===== src/rtl/diff_lsb_isolate.sv =====
// Isolates the lowest differing bit of rs^rt as a one-hot word plus an all-equal flag.
// Two register stages, one result per cycle; in_ready = !s1_valid || !s2_valid || out_ready.
module diff_lsb_isolate #(
  parameter int WIDTH = 32
) (
  input  logic             clk,
  input  logic             rst,
  input  logic             in_valid,
  output logic             in_ready,
  input  logic [WIDTH-1:0] rs,
  input  logic [WIDTH-1:0] rt,
  output logic             out_valid,
  input  logic             out_ready,
  output logic [WIDTH-1:0] out_onehot,
  output logic             out_zero
);

  typedef struct packed {
    logic [WIDTH-1:0] onehot;
    logic             zero;
  } res_t;

  logic             s1_valid;
  logic [WIDTH-1:0] s1_x;
  logic             s2_valid;
  res_t             s2_res;

  logic             s2_free;
  logic             s1_adv;
  logic             in_fire;
  logic [WIDTH-1:0] s1_neg;
  res_t             s1_res;

  assign s2_free  = !s2_valid || out_ready;
  assign s1_adv   = s1_valid && s2_free;
  assign in_ready = !s1_valid || s2_free;
  assign in_fire  = in_valid && in_ready;

  // x & -x keeps only the lowest set bit; the negate wraps at WIDTH bits.
  assign s1_neg        = ~s1_x + WIDTH'(1);
  assign s1_res.onehot = s1_x & s1_neg;
  assign s1_res.zero   = (s1_x == '0);

  always_ff @(posedge clk or posedge rst) begin
    if (rst) begin
      s1_valid <= 1'b0;
      s1_x     <= '0;
    end else if (in_fire) begin
      s1_valid <= 1'b1;
      s1_x     <= rs ^ rt;
    end else if (s1_adv) begin
      s1_valid <= 1'b0;
    end
  end

  always_ff @(posedge clk or posedge rst) begin
    if (rst) begin
      s2_valid <= 1'b0;
      s2_res   <= '0;
    end else if (s1_adv) begin
      s2_valid <= 1'b1;
      s2_res   <= s1_res;
    end else if (out_ready) begin
      s2_valid <= 1'b0;
    end
  end

  assign out_valid  = s2_valid;
  assign out_onehot = s2_res.onehot;
  assign out_zero   = s2_res.zero;

endmodule


===== config.mk =====
export PLATFORM = sky130hd
export DESIGN_NAME = diff_lsb_isolate
export DESIGN_NICKNAME = d
export VERILOG_FILES = /design/src/rtl/diff_lsb_isolate.sv
export SDC_FILE = /design/constraint.sdc
export NUM_CORES = 1
export LEC_CHECK = 0
export ABC_CLOCK_PERIOD_IN_PS = 2400
export BUFFER_PORTS_ARGS = -buffer_cell sky130_fd_sc_hd__buf_2
export CORE_MARGIN = 1.5
export CORE_UTILIZATION = 50
export DETAILED_ROUTE_END_ITERATION = 10
export GPL_TIMING_DRIVEN = 0
export HOLD_SLACK_MARGIN = 0.12
export PLACE_DENSITY = 0.81
export SETUP_SLACK_MARGIN = 0.02
export SYNTH_ARGS = -nofsm -noshare
export SYNTH_HDL_FRONTEND = slang
export SYNTH_SLANG_ARGS = --single-unit

===== constraint.sdc =====
create_clock -name clk -period 2.4 [get_ports clk]
set_clock_uncertainty 0.05 [all_clocks]
set_input_delay 0.48 -clock clk [delete_from_list [all_inputs] [get_ports clk]]
set_output_delay 0.48 -clock clk [all_outputs]
set_load 0.01 [all_outputs]

; ---- Word-level counts from Yosys, hierarchy flattened
; Cells that the tools add are included.
[classes]
addsub = 1
multipliers = 0
div_mod_pow = 0
magnitude_cmp = 0
eq_ne = 0
shift = 0
mux = 4
n_bitwise = 3
reduce_logical = 9
[op_table]
columns = op, count
row1 = $add 32x1->32 const B, 1
row2 = $and 32x32->32, 1
row3 = $logic_not 32->1, 1
row4 = $not 32->32, 1
row5 = $xor 32x32->32, 1
row6 = $mux 1, 4
row7 = $reduce_bool 2->1, 2
row8 = $logic_and 1x1->1, 2
row9 = $logic_not 1->1, 2
row10 = $logic_or 1x1->1, 2
[word_totals]
reg_bits = 67
latchBits = 0
mem_bits_rw = 0
romBits = 0
inputBits = 68
out_inout_bits = 35
word_cells = 22
memories = 0

; ---- Depth between registers and ports, before layout
[depth]
depth_word = 5
depth_mapped = 5
ltp_nobuf = 4

; ---- Worst setup path after synthesis
; OpenSTA, ideal clock, no wires.
[synth_path]
path_kind = flip-flop to flip-flop
startpoint = register s1_x[0]
endpoint = register s2_res, in the netlist out_onehot[10]
arrival_time_ns = 1.673
required_ns = 2.282
path_slack_ns = 0.609
path_stages_with_launch = 5
path_cell_list = dfrtp_1 or4_4 or3_4 nor4_4 a32o_1
[synth_between]
elab_chain_len = 3
[synth_rtl]
columns = item, line
row1 = start: declaration, 24  ; logic [WIDTH-1:0] s1_x;
row2 = start signal: assignment, 50  ; s1_x <= rs ^ rt;
row3 = $not 32->32, 40  ; assign s1_neg = ~s1_x + WIDTH'(1);
row4 = $add 32x1->32, 40
row5 = $and 32x32->32, 41  ; assign s1_res.onehot = s1_x & s1_neg;
row6 = end signal: assignment, 62  ; s2_res <= s1_res;
row7 = end: declaration, 26  ; res_t s2_res;
; Every way passes these cells.
; A chain may end at the register's enable or synchronous reset.

; ---- Final worst setup path
[layout_path]
startpoint = register s1_x[8]
endpoint = register s2_res, in the netlist out_onehot[29]
; The elaborated chain is that of the path after synthesis.

==> flow_summary.yaml <==
route:
  vias_per_cell: 5.30
  vias: 2527
  drc: 0
  wl_met2_um: 3520
  met1_length_um: 2740
  wl_met3_um: 510
  ant_nets: 0
  drt_first_iter_violations: 184
  drt_first_pass_iters: 5
  wl_per_cell_um: 14.5
  top_layer_used: "met4"
  wirelength_um: 6900
cells_and_area:
  final_nets: 468
  syn_to_final_growth_pct: 26.7
  diodes: 0
  drive_above_1_share_pct: 30.6
  fill_cells: 487
  fin_cells: 477
  post-route-util_pct: 67.1
  design_area_sq_mm: 0.00376
placement:
  dp_hpwl_um: 5080
  pre_cts_ws_ps: 402
  routabilityCongestion: 0.811
  port_buffers: 102
  place_area_sq_mm: 0.00359
  place_inst: 461
clock_tree:
  htreeDepth: 3
  cts_buffers: 9
  cts_root_buffer: "clkbuf_8"
  cts_buffer_depth: 2
  cts_hold_buf: 0
  clock_latency_ps: 350
  clkTransAtPathRegs_ps: 70
  clock-sinks: 67
  cts_resized: 0
  cts_tree: "built"
  post_cts_buffers: 0
synthesis:
  muxShareOfSynthArea_pct: 0
  ys_seq_elements: 67
  synth-simple-area-share_pct: 18.4
  syn_inst: 286
  synth_adder_area_share_pct: 0
  syn-cell-area_sq_mm: 0.00297
  synth_flop_cell: "dfrtp_1"
  mappedNetlistNets: 354
  synth_compound_area_share_pct: 13.7
  synth_xor_area_share_pct: 9.44
  synth-edff-count: 0
  ys_seq_area_share_pct: 56.4
  syn_area_per_cell_sq_um: 10.4
  synth_top_family_by_area: "simple AND/OR/NAND/NOR gates"
  synth_async_sr_flop_share_pct: 100
  yosysUniqueCellTypes: 33
  yosys_warnings: 0
timing:
  rsz0062_at_grt: "no"
  max_freq_mhz: 496
  whs_ps: 147
  setup_viol: 0
  min_period_ps: 2010
  drv_slew: 0
  worst_pin_slew_ps: 608
  fin_crit_sh_pct: 83.9
  tns_ps: 0
  hold_viol: 0
  setup_slack_ps: 385
  maxSlewHeadroom_pct: 59.4
global_route:
  grt.overflow.total: 0
  grt_max_degree: 40
  antenna_found_initial: 0
  gr-usage-all-layers_pct: 23.2
  grt_pass1_vias: 2420
  grt_pass1_wl_um: 11000
worst_setup_path:
  critPathArrivalTime_ps: 2240
  cp_max_fo: 5
  critPathLaunchType: "register"
  worstPathRequired_ps: 2630
  cp-end-kind: "register"
  critical_path_class: "reg -> reg"
die:
  coreArea_sq_mm: 0.00561
  ioPinCount: 103
  fp.dieW_um: 80.1
  die_area_sq_mm: 0.00641
  placementRows: 27
  dieHeight_um: 80.1
  start_util_pct: 53.0
status:
  outcome: "finished, final reports clean"
power:
  p_leak_nw: 1.87
  power_density_mw_per_mm2: 687
  finalPower_mw: 2.59
  peakVddDrop_mv: 0.382
min_path:
  hold_class: "in -> async"
job:
  cap_viol_max_count: 0
-- report_power, final --
group	internal (mW)	total, mW	switching (mW)
clock	0.430	0.843	0.413
sequential	1.24	1.35	0.109
combinational	0.175	0.396	0.221
total	1.84	2.59	0.744
-- sequential cells by signal, indices dropped and copies added, names as in the netlist --
name	cells
out_zero	1
out_valid	1
s1_valid	1
out_onehot	32
s1_x	32
-- cell usage in the layout (no fill, tap or decap), types with 5 or more instances in the layout --
cell type / count
clkbuf_1: 13
nor3_1: 8
xnor2_1: 28
buf_2: 102
nor2_1: 12
inv_1: 5
o21ai_0: 35
dfrtp_1: 67
a22o_1: 5
a32o_1: 10
clkbuf_8: 11
nand2_1: 56
-- layout make-up --
cell class / count / area (sq um) / area share, %
Timing Repair Buffer: 103 / 531 / 14.1
Clock buffer: 14 / 163 / 4.32
Sequential cell: 67 / 1680 / 44.5
Inverter: 6 / 22.5 / 0.598
Multi-Input combinational cell: 203 / 1230 / 32.8
Buffer: 10 / 37.5 / 0.997
Clock inverter: 2 / 10.0 / 0.266
Tap cell: 72 / 90.1 / 2.39
-- logic make-up after synthesis --
family	count (synthesis)
buffers and inverters	16
flip-flops	67
XOR/XNOR	32
AO/OA/AOI/OAI	62
AND/OR/NAND/NOR	109
-- synth_stat cells (all sizes together), types with 3 or more instances --
master	count	area, sq um
nor3	8	40.0
nand2b	4	25.0
nand3	3	15.0
and3	3	18.8
clkbuf	10	37.5
nor2	13	51.3
o31ai	3	22.5
a32o	10	100
nand3b	3	22.5
a21oi	4	20.0
o21ai	35	175
and2	4	25.0
dfrtp	67	1680
o41ai	3	26.3
xor2	4	35.0
nand2	56	210
a22o	5	43.8
inv	6	22.5
xnor2	28	245
-- worst max-delay path, stage by stage (launching register included) --
cell and delay (ps):
dfrtp_1 410, or4_4 580, nor3b_2 330, and4_1 360
a32o_1 210
-- path summary, 6_finish.rpt --
check	startpoint	endpoint	slack, ps	cells past startpoint
max	s1_x[8]$_DFFE_PP0P_	out_onehot[29]$_DFFE_PP0P_	390	4
min	rst	s1_x[28]$_DFFE_PP0P_	150	2
max reg2reg	s1_x[8]$_DFFE_PP0P_	out_onehot[29]$_DFFE_PP0P_	390	4
min reg2reg	out_onehot[13]$_DFFE_PP0P_	out_onehot[13]$_DFFE_PP0P_	420	2
max in group asynchronous	rst	s1_x[11]$_DFFE_PP0P_	1530	3
min in group clk	in_valid	s1_valid$_DFFE_PP0P_	290	2
-- routing by layer --
| metal | GRT usage [%] | vias up |
|---|---|---|
| met3 | 5.34 | 11 |
| li1 | - | 1226 |
| met4 | 11.0 | 0 |
| met1 | 27.3 | 1186 |
| met2 | 39.8 | 104 |
| met5 | 0 | - |
No activity file was read; power rests on OpenSTA's default activity.
